[src/rtl/mem_stage_pkg.sv]
// mem_stage_pkg: shared MEM-stage FSM encodings and load error constant
package mem_stage_pkg;
  typedef enum logic [1:0] {
    IDLE = 2'b00,
    BUSY = 2'b01,
    DONE = 2'b10
  } mem_state_e;
  localparam logic [15:0] ERR_DATA = 16'hFFFF;
endpackage

[src/rtl/dff.sv]
// dff: team register cell with write enable and asynchronous active-high reset to zero
//   clk, rst: clock and async reset; wen_i: load enable; d_i/q_o: data in/out
module dff #(
  parameter int W = 1
) (
  input  logic         clk,
  input  logic         rst,
  input  logic         wen_i,
  input  logic [W-1:0] d_i,
  output logic [W-1:0] q_o
);
  always_ff @(posedge clk or posedge rst)
    if (rst) q_o <= '0;
    else if (wen_i) q_o <= d_i;
endmodule

[src/rtl/mem_fwd_mux.sv]
// mem_fwd_mux: picks WB write-back data over EX/MEM store data on a register hazard
//   reg_write_i/dest_i/wb_data_i: WB stage write; src_i/store_data_i: store source; data_o: chosen data
module mem_fwd_mux (
  input  logic        reg_write_i,
  input  logic [3:0]  dest_i,
  input  logic [15:0] wb_data_i,
  input  logic [3:0]  src_i,
  input  logic [15:0] store_data_i,
  output logic [15:0] data_o
);
  assign data_o = (reg_write_i && dest_i == src_i && src_i != 4'd0) ? wb_data_i : store_data_i;
endmodule

[src/rtl/mem_stage.sv]
// mem_stage: MEM pipeline stage driving a handshaked data memory with stall and timeout
//   inputs: EX/MEM access fields, WB forwarding fields, mem_rdata/mem_ack from memory
//   outputs: mem_req/mem_we/mem_addr/mem_wdata to memory, M_MemData load result,
//            mem_stall pipeline freeze, mem_err sticky timeout flag
module mem_stage
  import mem_stage_pkg::*;
#(
  parameter int TIMEOUT = 255
) (
  input  logic        clk,
  input  logic        rst_n,
  input  logic [15:0] M_ALUout,
  input  logic [15:0] M_StoreData,
  input  logic [3:0]  M_SrcReg,
  input  logic        M_MemRead,
  input  logic        M_MemWrite,
  input  logic        W_RegWrite,
  input  logic [3:0]  W_Destination,
  input  logic [15:0] W_WriteData,
  input  logic [15:0] mem_rdata,
  input  logic        mem_ack,
  output logic        mem_req,
  output logic        mem_we,
  output logic [15:0] mem_addr,
  output logic [15:0] mem_wdata,
  output logic [15:0] M_MemData,
  output logic        mem_stall,
  output logic        mem_err
);
  localparam int CW = $clog2(TIMEOUT + 1);
  logic          rst, latch, busy, timeout, rd_wen;
  logic [1:0]    state_q;
  mem_state_e    state_d;
  logic [CW-1:0] cnt_q, cnt_d;
  logic [15:0]   fwd_data, rdata_d;
  assign rst     = ~rst_n;
  assign busy    = state_q == BUSY;
  assign latch   = state_q == IDLE && (M_MemRead || M_MemWrite);
  // cnt_q counts BUSY cycles already spent, so the TIMEOUT-th cycle sees TIMEOUT-1
  assign timeout = busy && !mem_ack && cnt_q == CW'(TIMEOUT - 1);
  // only loads touch the read register; stores leave the last load result visible
  assign rd_wen  = busy && !mem_we && (mem_ack || timeout);
  always_comb begin
    state_d = latch ? BUSY : (busy && !mem_ack && !timeout) ? BUSY : busy ? DONE : IDLE;
    cnt_d   = (busy && !mem_ack) ? cnt_q + CW'(1) : '0;
    rdata_d = mem_ack ? mem_rdata : ERR_DATA;
  end
  mem_fwd_mux u_fwd (
    .reg_write_i (W_RegWrite),
    .dest_i      (W_Destination),
    .wb_data_i   (W_WriteData),
    .src_i       (M_SrcReg),
    .store_data_i(M_StoreData),
    .data_o      (fwd_data)
  );
  dff #(.W(2))  u_state (.clk(clk), .rst(rst), .wen_i(1'b1),  .d_i(state_d),    .q_o(state_q));
  dff #(.W(CW)) u_cnt   (.clk(clk), .rst(rst), .wen_i(1'b1),  .d_i(cnt_d),      .q_o(cnt_q));
  dff #(.W(16)) u_addr  (.clk(clk), .rst(rst), .wen_i(latch), .d_i(M_ALUout),   .q_o(mem_addr));
  dff #(.W(16)) u_wdata (.clk(clk), .rst(rst), .wen_i(latch), .d_i(fwd_data),   .q_o(mem_wdata));
  dff #(.W(1))  u_we    (.clk(clk), .rst(rst), .wen_i(latch), .d_i(M_MemWrite), .q_o(mem_we));
  dff #(.W(16)) u_rdata (.clk(clk), .rst(rst), .wen_i(rd_wen), .d_i(rdata_d),   .q_o(M_MemData));
  dff #(.W(1))  u_err   (.clk(clk), .rst(rst), .wen_i(timeout), .d_i(1'b1),     .q_o(mem_err));
  assign mem_req   = busy;
  assign mem_stall = latch || busy;
endmodule

[config.mk]
export PLATFORM = sky130hd
export DESIGN_NAME = mem_stage
export DESIGN_NICKNAME = d
export VERILOG_FILES = /design/src/rtl/mem_stage_pkg.sv /design/src/rtl/dff.sv /design/src/rtl/mem_fwd_mux.sv /design/src/rtl/mem_stage.sv
export SDC_FILE = /design/constraint.sdc
export NUM_CORES = 1
export LEC_CHECK = 0
export CORE_UTILIZATION = 44
export DETAILED_ROUTE_END_ITERATION = 16
export HOLD_SLACK_MARGIN = 0.12
export PLACE_DENSITY_LB_ADDON = 0.1
export SLEW_MARGIN = 20
export SYNTH_ARGS = -nofsm -noshare
export SYNTH_HDL_FRONTEND = slang
export SYNTH_SLANG_ARGS = --single-unit
[constraint.sdc]
create_clock -name clk -period 3.95 [get_ports clk]
set_input_delay 0.5925 -clock clk [delete_from_list [all_inputs] [get_ports clk]]
set_output_delay 0.5925 -clock clk [all_outputs]
set_load 0.05 [all_outputs]
==> metrics.md, run 1 <==
| Metric | Value |
|---|---|
| Run status | finished, final reports clean |
| Period utilization | approximately two thirds |
| Initial Util | 45.34% |
| P&R area growth vs syn | 55.74% |
| Post-synth EDFFs | 0 |
| Cell Area, Placed | between 3000 and 4000 um2 |
| Main synth FF type | dfrtp_1 |
| Cell leakage power | 0.001718 uW |
| Final Hold Vio Count | 0 |
| Worst Skew | around 0.014 ns |
| Syn Inst Count | 261 |
| Req. time, crit path | ~3.4 ns |
| DRT iter0 DRCs | 87 |
| Top cells by area, synth | dfrtp_1, nand2_1, nor2_1 |
| DP Wirelength | about 4800 um |
| Clock root buffer | clkbuf_8 |
| Setup repair bufs after CTS | 0 |
| Syn Nets | between 300 and 400 |
| Final Max Tran Viols | 0 |
| CP dominant cell by count | clkdlybuf4s50_1 |
| Cell Area, Synth | 2669 um2 |
| Number of global-route vias before repair | around 2300 |
| Longest Clk Path Bufs | 2 |
| GRT overflow | 0 |
| Core area | approximately 5900 um2 |
| Die Ht | around 80 um |
| Clock-pin slew on the worst setup and hold paths | ~0.06 ns |
| Ys async rst share | 100.0% |
| Critical path class | in2out |
| Worst hold path class | in2async |
| Ys Warns | 0 |
| Tot GR Track Use | around 22% |
| Nets@finish | 466 |
| DRC Markers | 0 |
| Post-synthesis sequential area ratio | a little under three fifths |
| Fin crit period | between 2 and 3 ns |
| Slew @ Worst Pin | ~1.0 ns |
| Crit path cell chain | clkdlybuf4s50_1, nor3_1, nor2_1, clkdlybuf4s50_1 |
| Power consumption | between 3000 and 4000 uW |
| Finished layout cell area | just over 4000 um2 |
| Crit path launch type | input port |
| Top delay family on crit path | buffers and inverters |
| PwrDens | approximately 860 nW/um2 |
| Critical path's slowest cell | clkdlybuf4s50_1 |
| Hold buffer count at CTS | 0 |
| RSZ-0062 raised after global routing | false |
| MaxCap Viol Count | 0 |
| CTS resizes | 0 |
| Ports | 130 |
| I/O Buffers | roughly 130 |
| Proportion of layout cells with a drive suffix above 1 | a little under a tenth |
| Placer Congestion | approximately 0.74 |
| Final ANT Viol Nets | 0 |
| Crit end category | output port |
| Per-cell routed wire length | 14.13 um |
| Clk sinks | 60 |
| Synth top area share | 56.26% |
| Skew-Pair Late Insertion Delay | about 0.33 ns |
| Yosys cell types | 31 |
| Pin count of the biggest net entering global routing | 50 |
| Die ar. | 6381 um2 |
| Vias | 2412 |
| ANT cells | 0 |
| DRT Wirelength | approximately 6600 um |
| H-tree Lvls | 3 |
| Worst vdd ir | 527.0 uV |
| Initial antenna violation count | 0 |
| CP max FO | 3 |
| Bufs and invs on worst path | 2 |
| Yosys reg bits | 60 |
| Via/cell ratio | just over 5 |
| Cts bufs inserted | 9 |
| Fin util | between 70% and 80% |
| Row Count | 28 |
| First-pass GRT wire length | approximately 11000 um |
| Most frequent cell after synthesis | dfrtp_1 |
| Syn Area/Cell | ~10 um2 |
| Setup_tns | 0 ns |
| WP data arrival | 2.03 ns |
| Max Clock Freq | approximately 380 MHz |
| Drt pass-1 iters | 4 |
| Relative slew slack | 31.68% |
| TritonCTS clock tree | yes |
| Top cells by count, synth | dfrtp_1, nand2_1, nor2_1 |
| Final setup fails | 0 |
| Die X | 79.88 um |
| CP peak stage delay | roughly 0.8 ns |
| Largest area contributor in the netlist | dfrtp_1 |
-- power breakdown --
group	total, uW	leakage (uW)	internal (uW)	switching [uW]
clock network	526	0.0000910	287	239
registers	1020	0.000711	875	146
logic	2010	0.000916	681	1330
total	3560	0.00172	1840	1720
-- final timing paths --
kind | from | to | slack, ns | cells after the start
max in group asynchronous | rst_n | u_addr.q_o[3] | 2.85 | 2
setup / recovery | M_MemWrite | mem_stall | 1.33 | 4
hold reg to reg | u_addr.q_o[2] | u_addr.q_o[2] | 0.47 | 2
min in group clk | u_addr.q_o[2] | u_addr.q_o[2] | 0.47 | 2
setup reg to reg | u_state.q_o[1] | u_rdata.q_o[6] | 2.38 | 4
hold / removal | rst_n | u_rdata.q_o[15] | 0.26 | 1
-- layout by cell type (no fill, tap or decap), types with 2 or more instances in the layout --
cell,n
nand4_1,17
clkinvlp_4,3
nor3_1,2
buf_4,3
nand2b_1,2
clkinv_2,3
o22a_1,6
o31ai_1,15
and3_1,2
nor2_1,30
dfrtp_1,60
clkbuf_8,9
o22a_2,10
xor2_1,7
inv_1,3
xnor2_1,2
nand3_1,4
clkdlybuf4s50_1,128
ha_1,2
and4_4,2
a31oi_1,16
nand2_1,54
-- stage by stage --
step                      instances  hold WS (ns)  worst slack [ns]
after CTS                       466        0.2655             1.329
after global placement          450        0.4577             1.333
after detailed placement        450        0.4616             1.332
final                           466        0.2575             1.330
after global routing            466        0.2886             1.294
after floorplan                 261        0.2969             2.084
-- sequential cells by signal, indices dropped and copies added (netlist names) --
signal       cells
u_addr.q_o      16
u_cnt.q_o        8
u_err.q_o        1
u_rdata.q_o     16
u_state.q_o      2
u_wdata.q_o     16
u_we.q_o         1
-- layout make-up --
cell class                      count  area [um2]
Inverter                            3       11.26
Tap cell                           75       93.84
Clock buffer                        9       123.9
Multi-Input combinational cell    180        1050
Fill cell                         485        1729
Sequential cell                    60        1501
Clock inverter                      7       67.56
Timing Repair Buffer              132        1309
-- layer usage --
| layer | vias up | GRT usage [%] | routed length (um) |
|---|---|---|---|
| met2 | 86 | 38.12 | 3239 |
| li1 | 1176 | - | - |
| met5 | - | 0 | 0 |
| met1 | 1138 | 24.72 | 2750 |
| met4 | 0 | 9.286 | 115 |
| met3 | 12 | 6.971 | 477 |
-- cells by family (layout without fill, tap and decap cells) --
logic type	count (synthesis)	after routing	share of synthesized area (%)
flops	60	60	56.26
compound gates	53	53	15.89
buf+inv	21	151	4.594
xor+xnor	9	9	2.954
fa+ha+maj	2	2	0.9375
simple gates	116	116	19.36
No activity file was read; power rests on OpenSTA's default activity.
==> run 2, diff against run 1 <==
--- a/config.mk
+++ b/config.mk
@@ -5,7 +5,7 @@
 export SDC_FILE = /design/constraint.sdc
 export NUM_CORES = 1
 export LEC_CHECK = 0
-export CORE_UTILIZATION = 44
+export CORE_UTILIZATION = 37
 export DETAILED_ROUTE_END_ITERATION = 16
 export HOLD_SLACK_MARGIN = 0.12
 export PLACE_DENSITY_LB_ADDON = 0.1
==> constraint.sdc (replaced) <==
create_clock -name clk -period 2.2 [get_ports clk]
set_input_delay 0.33 -clock clk [delete_from_list [all_inputs] [get_ports clk]]
set_output_delay 0.33 -clock clk [all_outputs]
set_load 0.05 [all_outputs]
==> run 2 against run 1 <==
Effect of this change: die area increased by 18%; sequential cell count unchanged; worst hold slack improved by 0.21 ns.
==> metrics.md, run 2 (same netlist as run 1, synthesis figures left out) <==
| Metric | Value |
|---|---|
| Run status | finished, final reports clean |
| Core area | 6869 um2 (+17%) |
| Cell Area, Placed | 4049 um2 (+2.1%) |
| Setup repair bufs after CTS | 0 (unchanged) |
| Cell internal pwr | 3498 uW (+90%) |
| Final ANT Viol Nets | 0 (unchanged) |
| Die Ht | 86.93 um (+8.8%) |
| Switching share of power | 47.09% (-1.1 points) |
| Vias | 2415 (+0.12%) |
| Worst Skew | 0.008598 ns (-0.005858 ns) |
| Longest Clk Path Bufs | 2 (unchanged) |
| DRT iter0 DRCs | 97 (+11%) |
| Hold_ws | 0.4674 ns (+0.2098 ns) |
| Clock-pin slew on the worst setup and hold paths | 0.07 ns (about the same) |
| RSZ-0062 raised after global routing | false |
| Initial antenna violation count | 0 (unchanged) |
| Row Count | 30 (+7.1%) |
| MaxCap Viol Count | 0 (unchanged) |
| Cell leakage power | 0.001767 uW (+2.9%) |
| Power share of the combinational group | 55.4% (-1.2 points) |
| Largest regs | u_addr.q_o (16), u_rdata.q_o (16), u_wdata.q_o (16) |
| Slew @ Worst Pin | 0.6486 ns (-0.3725 ns) |
| Ports | 130 (unchanged) |
| Final setup fails | 0 (unchanged) |
| P_sw | 3113 uW (+81%) |
| PwrDens | 1542 nW/um2 (+80%) |
| Critical path class | reg2out |
| Per-cell routed wire length | 14.04 um (-0.58%) |
| Critical R2R Capture | u_rdata.q_o[4] |
| Placer Congestion | 0.7563 (+2.5%) |
| H-tree Lvls | 3 (unchanged) |
| Via/cell ratio | 4.919 (-5.0%) |
| Clk sinks | 60 (unchanged) |
| CP startpoint | u_state.q_o[1] |
| Tot GR Track Use | 19.37% (-2.6 points) |
| Most frequent cells in the layout | clkdlybuf4s50_1, dfrtp_1, nand2_1 |
| Period utilization | 87.03% |
| Final Max Tran Viols | 0 (unchanged) |
| Max Clock Freq | approximately 520 MHz |
| Drt pass-1 iters | 4 (unchanged) |
| Initial Util | 38.85% (-6.5 points) |
| TritonCTS clock tree | yes |
| Req. time, crit path | 1.87 ns (-1.49 ns) |
| Pin count of the biggest net entering global routing | 50 (unchanged) |
| Proportion of layout cells with a drive suffix above 1 | 10.63% (+1.2 points) |
| Flop2flop setup slack | 0.63 ns (-1.75 ns) |
| Nets@finish | 470 (+0.86%) |
| Most common cell after layout, fill and taps aside | clkdlybuf4s50_1 |
| CP peak stage delay | 0.53 ns (-0.27 ns) |
| Power consumption | 6611 uW (+86%) |
| Die X | 86.93 um (+8.8%) |
| Clock root buffer | clkbuf_8 |
| Number of global-route vias before repair | 2469 (+5.6%) |
| First-pass GRT wire length | 11050 um (+4.0%) |
| Skew-Pair Late Insertion Delay | 0.35 ns (+0.02 ns) |
| Worst setup endpoint | mem_req |
| Reg2reg path depth | 4 (unchanged) |
| GRT overflow | 0 (unchanged) |
| Relative slew slack | 56.73% (+25 points) |
| Cts bufs inserted | 9 (unchanged) |
| CP max FO | 4 (+1) |
| P&R area growth vs syn | 60.62% |
| Worst hold path class | reg2reg |
| ANT cells | 0 (unchanged) |
| Filler cells | 581 (+20%) |
| Seq pwr share | 27.7% (-1.0 points) |
| DP Wirelength | 4929 um (+2.1%) |
| Crit end category | output port |
| I/O Buffers | 129 (unchanged) |
| Finished layout cell area | 4287 um2 (+3.1%) |
| DRC Markers | 0 (unchanged) |
| Reg-to-reg critical path startpoint | u_state.q_o[1] |
| Die ar. | 7557 um2 (+18%) |
| Crit path cell chain | nand2b_1, inv_1, dlygate4sd2_1 |
| Fin crit period | ~1.9 ns |
| WP data arrival | 1.58 ns (-0.45 ns) |
| Critical path's slowest cell | dlygate4sd2_1 |
| Crit path launch type | register |
| Final Hold Vio Count | 0 (unchanged) |
| DRT Wirelength | 6896 um (+4.8%) |
| Worst vdd ir | 637.2 uV (+21%) |
| Clock power frac | 16.9% (+2.1 points) |
run 2: cell types whose count changed in the layout (fill, tap and decap cells not counted), sizes merged:
cell / delta
dlygate4sd2: +1
dlygate4sd3: +1
clkbuf: +1
clkdlybuf4s50: -2
clkinv: -2
bufinv: +1
buf: +4
run 2: per-layer routing:
metal  vias up  routed length [um]  GRT usage, %
met3        11                 612         7.583
met2        88                3372         33.50
met1      1136                2791         20.74
met5         -                   0             0
li1       1180                   -             -
met4         0                 119         9.091
run 2: layout make-up:
class	count	area (um2)	area share, %
clock buffers	10	137.6	3.211
clock inverters	6	87.58	2.043
inverters	3	11.26	0.2627
multi-input cells	180	1054	24.58
flip-flops and latches	60	1501	35.03
well taps	96	120.1	2.802
repair buffers	136	1375	32.08
run 2: worst min path at each step:
stage / depth (start not counted) / slack, ns / startpoint / endpoint
global placement: 1 / 0.38 / rst_n / u_addr.q_o[2]
global route: 2 / 0.49 / u_addr.q_o[15] / u_addr.q_o[15]
detailed placement: 1 / 0.39 / rst_n / u_addr.q_o[2]
CTS: 1 / 0.47 / u_err.q_o / u_err.q_o
floorplan: 0 / 0.03 / rst_n / u_addr.q_o[0]
finish: 1 / 0.47 / u_err.q_o / u_err.q_o
run 2: power groups by stage:
stage / Sequential (uW) / Combinational [uW] / Clock, uW
floorplan: 3380 / 846 / 0
global placement: 1830 / 3680 / 0
detailed placement: 1850 / 3700 / 0
CTS: 1840 / 3700 / 1140
global route: 1890 / 3860 / 1190
finish: 1830 / 3660 / 1120
run 2: through the flow:
step / utilization (%) / setup WS (ns) / instances / TNS, ns
final: 62.40 / 0.2853 / 491 / 0
after global routing: 62.40 / 0.2368 / 491 / 0
after CTS: 62.35 / 0.2701 / 491 / 0
after detailed placement: 58.94 / -0.08842 / 474 / -0.8077
after global placement: 58.94 / -0.05290 / 474 / -0.7404
after floorplan: - / 0.7148 / 261 / 0
run 2: worst max-delay path: cells and delay by family, from the launching register on:
kind / cells / cell delay, ns
buf+inv: 2 / 0.64
flops: 1 / 0.41
simple gates: 1 / 0.19
run 2: timing repair:
action,CTS,global route
hold buffers,1,0
resized for setup,1,0
hold endpoints to repair,25,0
endpoints found under the setup margin,1,0
